File: src/rtl/sync_filter.sv
// sync_filter: multi-channel synchronizer with a per-channel stability filter
// and registered rise/fall strobes.
//
// Each bit of i_async is brought into the clk domain through an NSync-stage
// flip-flop chain. The synchronized value must differ from the current
// filtered level for FilterLen consecutive cycles before it is accepted onto
// o_level. Any return to the current level before acceptance restarts the
// count from zero.
//
// Parameters:
//   NSync      - synchronizer stages per bit (>= 2)
//   Width      - number of independent channels (>= 1)
//   FilterLen  - cycles a new value must hold before acceptance (>= 1)
//   ResetValue - reset level of the sync stages and of o_level
//
// Ports:
//   clk     - the single clock
//   rst     - synchronous, active-high reset (has priority over i_hold)
//   i_async - asynchronous level inputs, one per channel
//   i_hold  - freezes filter counters and o_level, forces strobes low;
//             the sync chain keeps running
//   o_level - filtered, synchronized level
//   o_rise  - one-cycle strobe per channel when o_level goes 0->1
//   o_fall  - one-cycle strobe per channel when o_level goes 1->0
//
// Build option:
//   SYNC_FILTER_EDGE_EN - when defined, the o_rise/o_fall strobe registers are
//                         built; when undefined, both outputs are tied to 0.

module sync_filter #(
  parameter int unsigned     NSync      = 2,
  parameter int unsigned     Width      = 1,
  parameter int unsigned     FilterLen  = 4,
  parameter logic [Width-1:0] ResetValue = {Width{1'b0}}
) (
  input  logic             clk,
  input  logic             rst,
  input  logic [Width-1:0] i_async,
  input  logic             i_hold,
  output logic [Width-1:0] o_level,
  output logic [Width-1:0] o_rise,
  output logic [Width-1:0] o_fall
);

  // Counter only needs to reach FilterLen-1; keep at least one bit.
  localparam int unsigned CntWRaw = $clog2(FilterLen + 1);
  localparam int unsigned CntW    = (CntWRaw < 1) ? 1 : CntWRaw;
  localparam logic [CntW-1:0] CntMax = CntW'(FilterLen - 1);

  // ---------------------------------------------------------------------------
  // Synchronizer chain
  // ---------------------------------------------------------------------------
  logic [Width-1:0] sync_q [NSync];
  logic [Width-1:0] sync_d [NSync];
  logic [Width-1:0] raw_c;

  // Shift the asynchronous inputs one stage per cycle.
  always_comb begin
    sync_d[0] = i_async;
    for (int unsigned i = 1; i < NSync; i++) begin
      sync_d[i] = sync_q[i-1];
    end
  end

  always_ff @(posedge clk) begin
    if (rst) begin
      for (int unsigned i = 0; i < NSync; i++) begin
        sync_q[i] <= ResetValue;
      end
    end else begin
      for (int unsigned i = 0; i < NSync; i++) begin
        sync_q[i] <= sync_d[i];
      end
    end
  end

  assign raw_c = sync_q[NSync-1];

  // ---------------------------------------------------------------------------
  // Stability filter
  // ---------------------------------------------------------------------------
  logic [CntW-1:0]  cnt_q [Width];
  logic [CntW-1:0]  cnt_d [Width];
  logic [Width-1:0] level_q;
  logic [Width-1:0] level_d;

  // Per-channel count of consecutive cycles where raw differs from the level.
  always_comb begin
    level_d = level_q;
    for (int unsigned c = 0; c < Width; c++) begin
      cnt_d[c] = cnt_q[c];
    end

    if (!i_hold) begin
      for (int unsigned c = 0; c < Width; c++) begin
        if (raw_c[c] == level_q[c]) begin
          // Agreement discards any partial count.
          cnt_d[c] = '0;
        end else if (cnt_q[c] == CntMax) begin
          level_d[c] = raw_c[c];
          cnt_d[c]   = '0;
        end else begin
          cnt_d[c] = cnt_q[c] + CntW'(1);
        end
      end
    end
  end

  always_ff @(posedge clk) begin
    if (rst) begin
      level_q <= ResetValue;
      for (int unsigned c = 0; c < Width; c++) begin
        cnt_q[c] <= '0;
      end
    end else begin
      level_q <= level_d;
      for (int unsigned c = 0; c < Width; c++) begin
        cnt_q[c] <= cnt_d[c];
      end
    end
  end

  assign o_level = level_q;

  // ---------------------------------------------------------------------------
  // Edge strobes
  // ---------------------------------------------------------------------------
`ifdef SYNC_FILTER_EDGE_EN
  logic [Width-1:0] rise_q;
  logic [Width-1:0] rise_d;
  logic [Width-1:0] fall_q;
  logic [Width-1:0] fall_d;

  // level_d only differs from level_q on an acceptance, so the strobe lines
  // up with the first cycle the new level is visible. Hold keeps level_d equal
  // to level_q, which also keeps the strobes low.
  always_comb begin
    rise_d = '0;
    fall_d = '0;
    rise_d = level_d & ~level_q;
    fall_d = ~level_d & level_q;
  end

  always_ff @(posedge clk) begin
    if (rst) begin
      rise_q <= '0;
      fall_q <= '0;
    end else begin
      rise_q <= rise_d;
      fall_q <= fall_d;
    end
  end

  assign o_rise = rise_q;
  assign o_fall = fall_q;
`else
  assign o_rise = '0;
  assign o_fall = '0;
`endif

endmodule

File: config.mk
export PLATFORM = sky130hd
export DESIGN_NAME = sync_filter
export DESIGN_NICKNAME = d
export VERILOG_FILES = /design/src/rtl/sync_filter.sv
export SDC_FILE = /design/constraint.sdc
export NUM_CORES = 1
export LEC_CHECK = 0
export ABC_AREA = 0
export BUFFER_PORTS_ARGS = -buffer_cell sky130_fd_sc_hd__buf_2
export CORE_AREA = 2 2 39 41
export CTS_BUF_LIST = sky130_fd_sc_hd__clkbuf_16
export DETAILED_ROUTE_END_ITERATION = 7
export DIE_AREA = 0 0 41 43
export GPL_TIMING_DRIVEN = 1
export PLACE_DENSITY_LB_ADDON = 0.2
export SLEW_MARGIN = 40
export SYNTH_ARGS = -nofsm -noshare
export SYNTH_HDL_FRONTEND = slang
export SYNTH_SLANG_ARGS = --single-unit
export TNS_END_PERCENT = 100
File: constraint.sdc
create_clock -name clk -period 0.92 [get_ports clk]
set_input_delay 0.138 -clock clk [delete_from_list [all_inputs] [get_ports clk]]
set_output_delay 0.138 -clock clk [all_outputs]
set_load 0.03 [all_outputs]
==> results.toml <==
[outcome]
status = "finished, violations left"
violations = "negative setup slack"

[timing]
timing_hold_violations_final = 0
whs_ns = 0.118
final_period_utilization_pct = 111
setup_ws_ns = -0.104
finClkSkew_ns = 0.000694
finalCriticalPeriod_ns = 1.02
finalSetupViolations = 1
max_clock_freq_mhz = 976
maxSlewViolCount = 0
rsz0062_at_grt = "yes"

[cts]
root_buffer = "sky130_fd_sc_hd__clkbuf_16"
tritoncts.num_buffers = 3
cts_setup_buffers = 0
path_clk_slew_ns = 0.03
cts_num_sinks = 6
cts.htree.levels = 1
cts_max_path_buffers = 2
cts_tree = "done"
clk_latency_ns = 0.23
cts_hold_buffers = 0

[synth]
synth_compound_area_share_pct = 8.78
post_synth_instance_area_um2 = 256
synth_warnings = 0
largest_family_of_logic_cells_by_synthesized_area = "simple AND/OR/NAND/NOR gates"
post_synthesis_sequential_area_ratio_pct = 46.8
yosys_register_bits = 6
synth.distinct_cells = 14
synth.avg_cell_area_um2 = 9.87
synthesis.instances = 26
synth_simple_gate_area_share_pct = 23.4
synth.area.mux_share_pct = 3.90
area_share_of_xor_xnor_cells_in_the_synthesized_design_pct = 3.41
adder_cell_fraction_of_synth_area_pct = 4.88

[drt]
wl_per_cell_um = 9.38
drc_errors = 0
vias_per_cell = 3.90
antenna_violating_nets_post_route = 0
iteration_count_of_the_initial_detailed_routing_pass = 1
dr.first_iter.drc_count = 0
via_count = 195
totalWireLength_um = 469

[cells_and_area]
finish.utilization_pct = 29.4
ratio_of_cells_with_drive_above_1_in_the_final_layout_pct = 52.9
antenna_cells = 0
layout_common_cells = "sky130_fd_sc_hd__dfxtp_2 (4), sky130_fd_sc_hd__clkbuf_16 (3), sky130_fd_sc_hd__buf_2 (3), sky130_fd_sc_hd__buf_4 (3)"
final_common_cell = "sky130_fd_sc_hd__dfxtp_2"
syn_to_final_growth_pct = 58.5
finalNetCount = 41

[power]
power_density_nw_per_um2 = 2490
p_leak_nw = 0.160
ir_drop_uv = 986

[worst_hold_path]
hold_class = "in -> reg"
min_from = "i_async"

[floorplan]
die_w_um = 41
placeableCoreArea_um2 = 1380
die_h_um = 43
start_util_pct = 18.5
placementRows = 14
floorplan.io_pins = 7
die-area_um2 = 1760

[worst_setup_path]
end_kind = "register"
criticalPathCategory = "reg -> reg"
timing.critical_path.arrival_ns = 1.14
cp_max_fo = 2
crit_required_ns = 1.03
rr_startpoint = "cnt_q[0][1]"
critical_path_start = "cnt_q[0][1]"
start_kind = "register"

[placement]
port-buffer-count = 4
final_hpwl_dp_um = 338
weighted_congestion_reported_at_the_end_of_routability_driven_placement = 0.605

[global_routing]
grtUsageMet3_pct = 3.14
global_route.peak_usage_layer = "met4"
initial_antenna_violation_count = 0
grt_pass1_vias = 203
grt_pass1_wl_um = 800
grt_use_total_pct = 7.66
global_route.usage.met2_pct = 9.69
groute.layer.met1.usage_pct = 7.82
grt_overflow_total = 0
grt_max_degree = 7

[job]
maxcap_viol_count = 0
[per-stage QoR]
step / setup slack (ns) / cells / setup TNS, ns / power [mW] / cell area [µm²]
after global placement: -0.0988 / 47 / -0.0988 / 0.315 / 324
after CTS: -0.117 / 50 / -0.117 / 1.03 / 399
after floorplan: -0.0345 / 27 / -0.0345 / 0.302 / 284
after global routing: -0.186 / 50 / -0.319 / 1.05 / 407
final: -0.104 / 50 / -0.104 / 1.01 / 407
after detailed placement: -0.107 / 47 / -0.107 / 0.315 / 324
[synthesized netlist by cell type (all sizes together)]
cell type,n,area (µm²)
xor2,1,8.76
inv,1,3.75
o211ai,1,7.51
ha,1,12.5
conb,1,3.75
nand2,2,7.51
nor3b,2,25.0
mux2i,1,10.0
dfxtp,6,120
nor2,2,7.51
buf,2,15.0
nand3b,1,7.51
nor2b,2,12.5
a21oi,3,15.0
[repair_timing]
action / CTS / global route
resized for setup: 0 / 4
pin swaps: 0 / 4
setup endpoints to repair: 1 / 5
[registers in the layout, summed over array words and instances, names as in the netlist]
signal and count:
sync_q 2, o_level 1, cnt_q 3
[power breakdown]
part	internal [mW]	total, mW	switching, mW
logic	0.0162	0.0422	0.0260
registers	0.268	0.271	0.00332
clock network	0.558	0.701	0.143
total	0.841	1.01	0.173
[path summary, 6_finish.rpt]
kind             endpoint  slack (ns)  depth (start not counted)
max reg2reg       o_level       -0.10                          4
min          sync_q[0][0]        0.12                          2
max               o_level       -0.10                          4
min reg2reg  sync_q[0][1]        0.45                          1
[worst max-delay path, stage by stage, from the launching register on]
cell	delay, ns
sky130_fd_sc_hd__dfxtp_2	0.34
sky130_fd_sc_hd__ha_4	0.13
sky130_fd_sc_hd__nor3b_2	0.18
sky130_fd_sc_hd__mux2i_1	0.20
sky130_fd_sc_hd__nor2_1	0.06
[cell families (layout without fill, tap and decap cells)]
kind of cell	count (synthesis)	after routing
xor gates and xnor gates	1	1
AOI/OAI and AO/OA	4	4
and+or+nand+nor	9	9
muxes	1	1
other	1	2
adders and majority gates	1	1
buffers and inverters	3	10
DFF	6	6
[area by class of cell]
cell class / instances / area, µm²
clock buffer: 3 / 75.1
fill: 156 / 977
inverter: 1 / 3.75
multi-input combinational: 18 / 145
sequential: 6 / 125
tap: 16 / 20.0
timing repair buffer: 6 / 37.5
[metal layers]
layer  up-vias  part of all wire [%]  wire (µm)
met4         0                     0          0
met2         4                    52        244
met1        93                    44        206
met3         0                   3.8         18
met5         -                     0          0
li1         98                     -          -
Note: power is estimated with default switching activity, not from simulation.
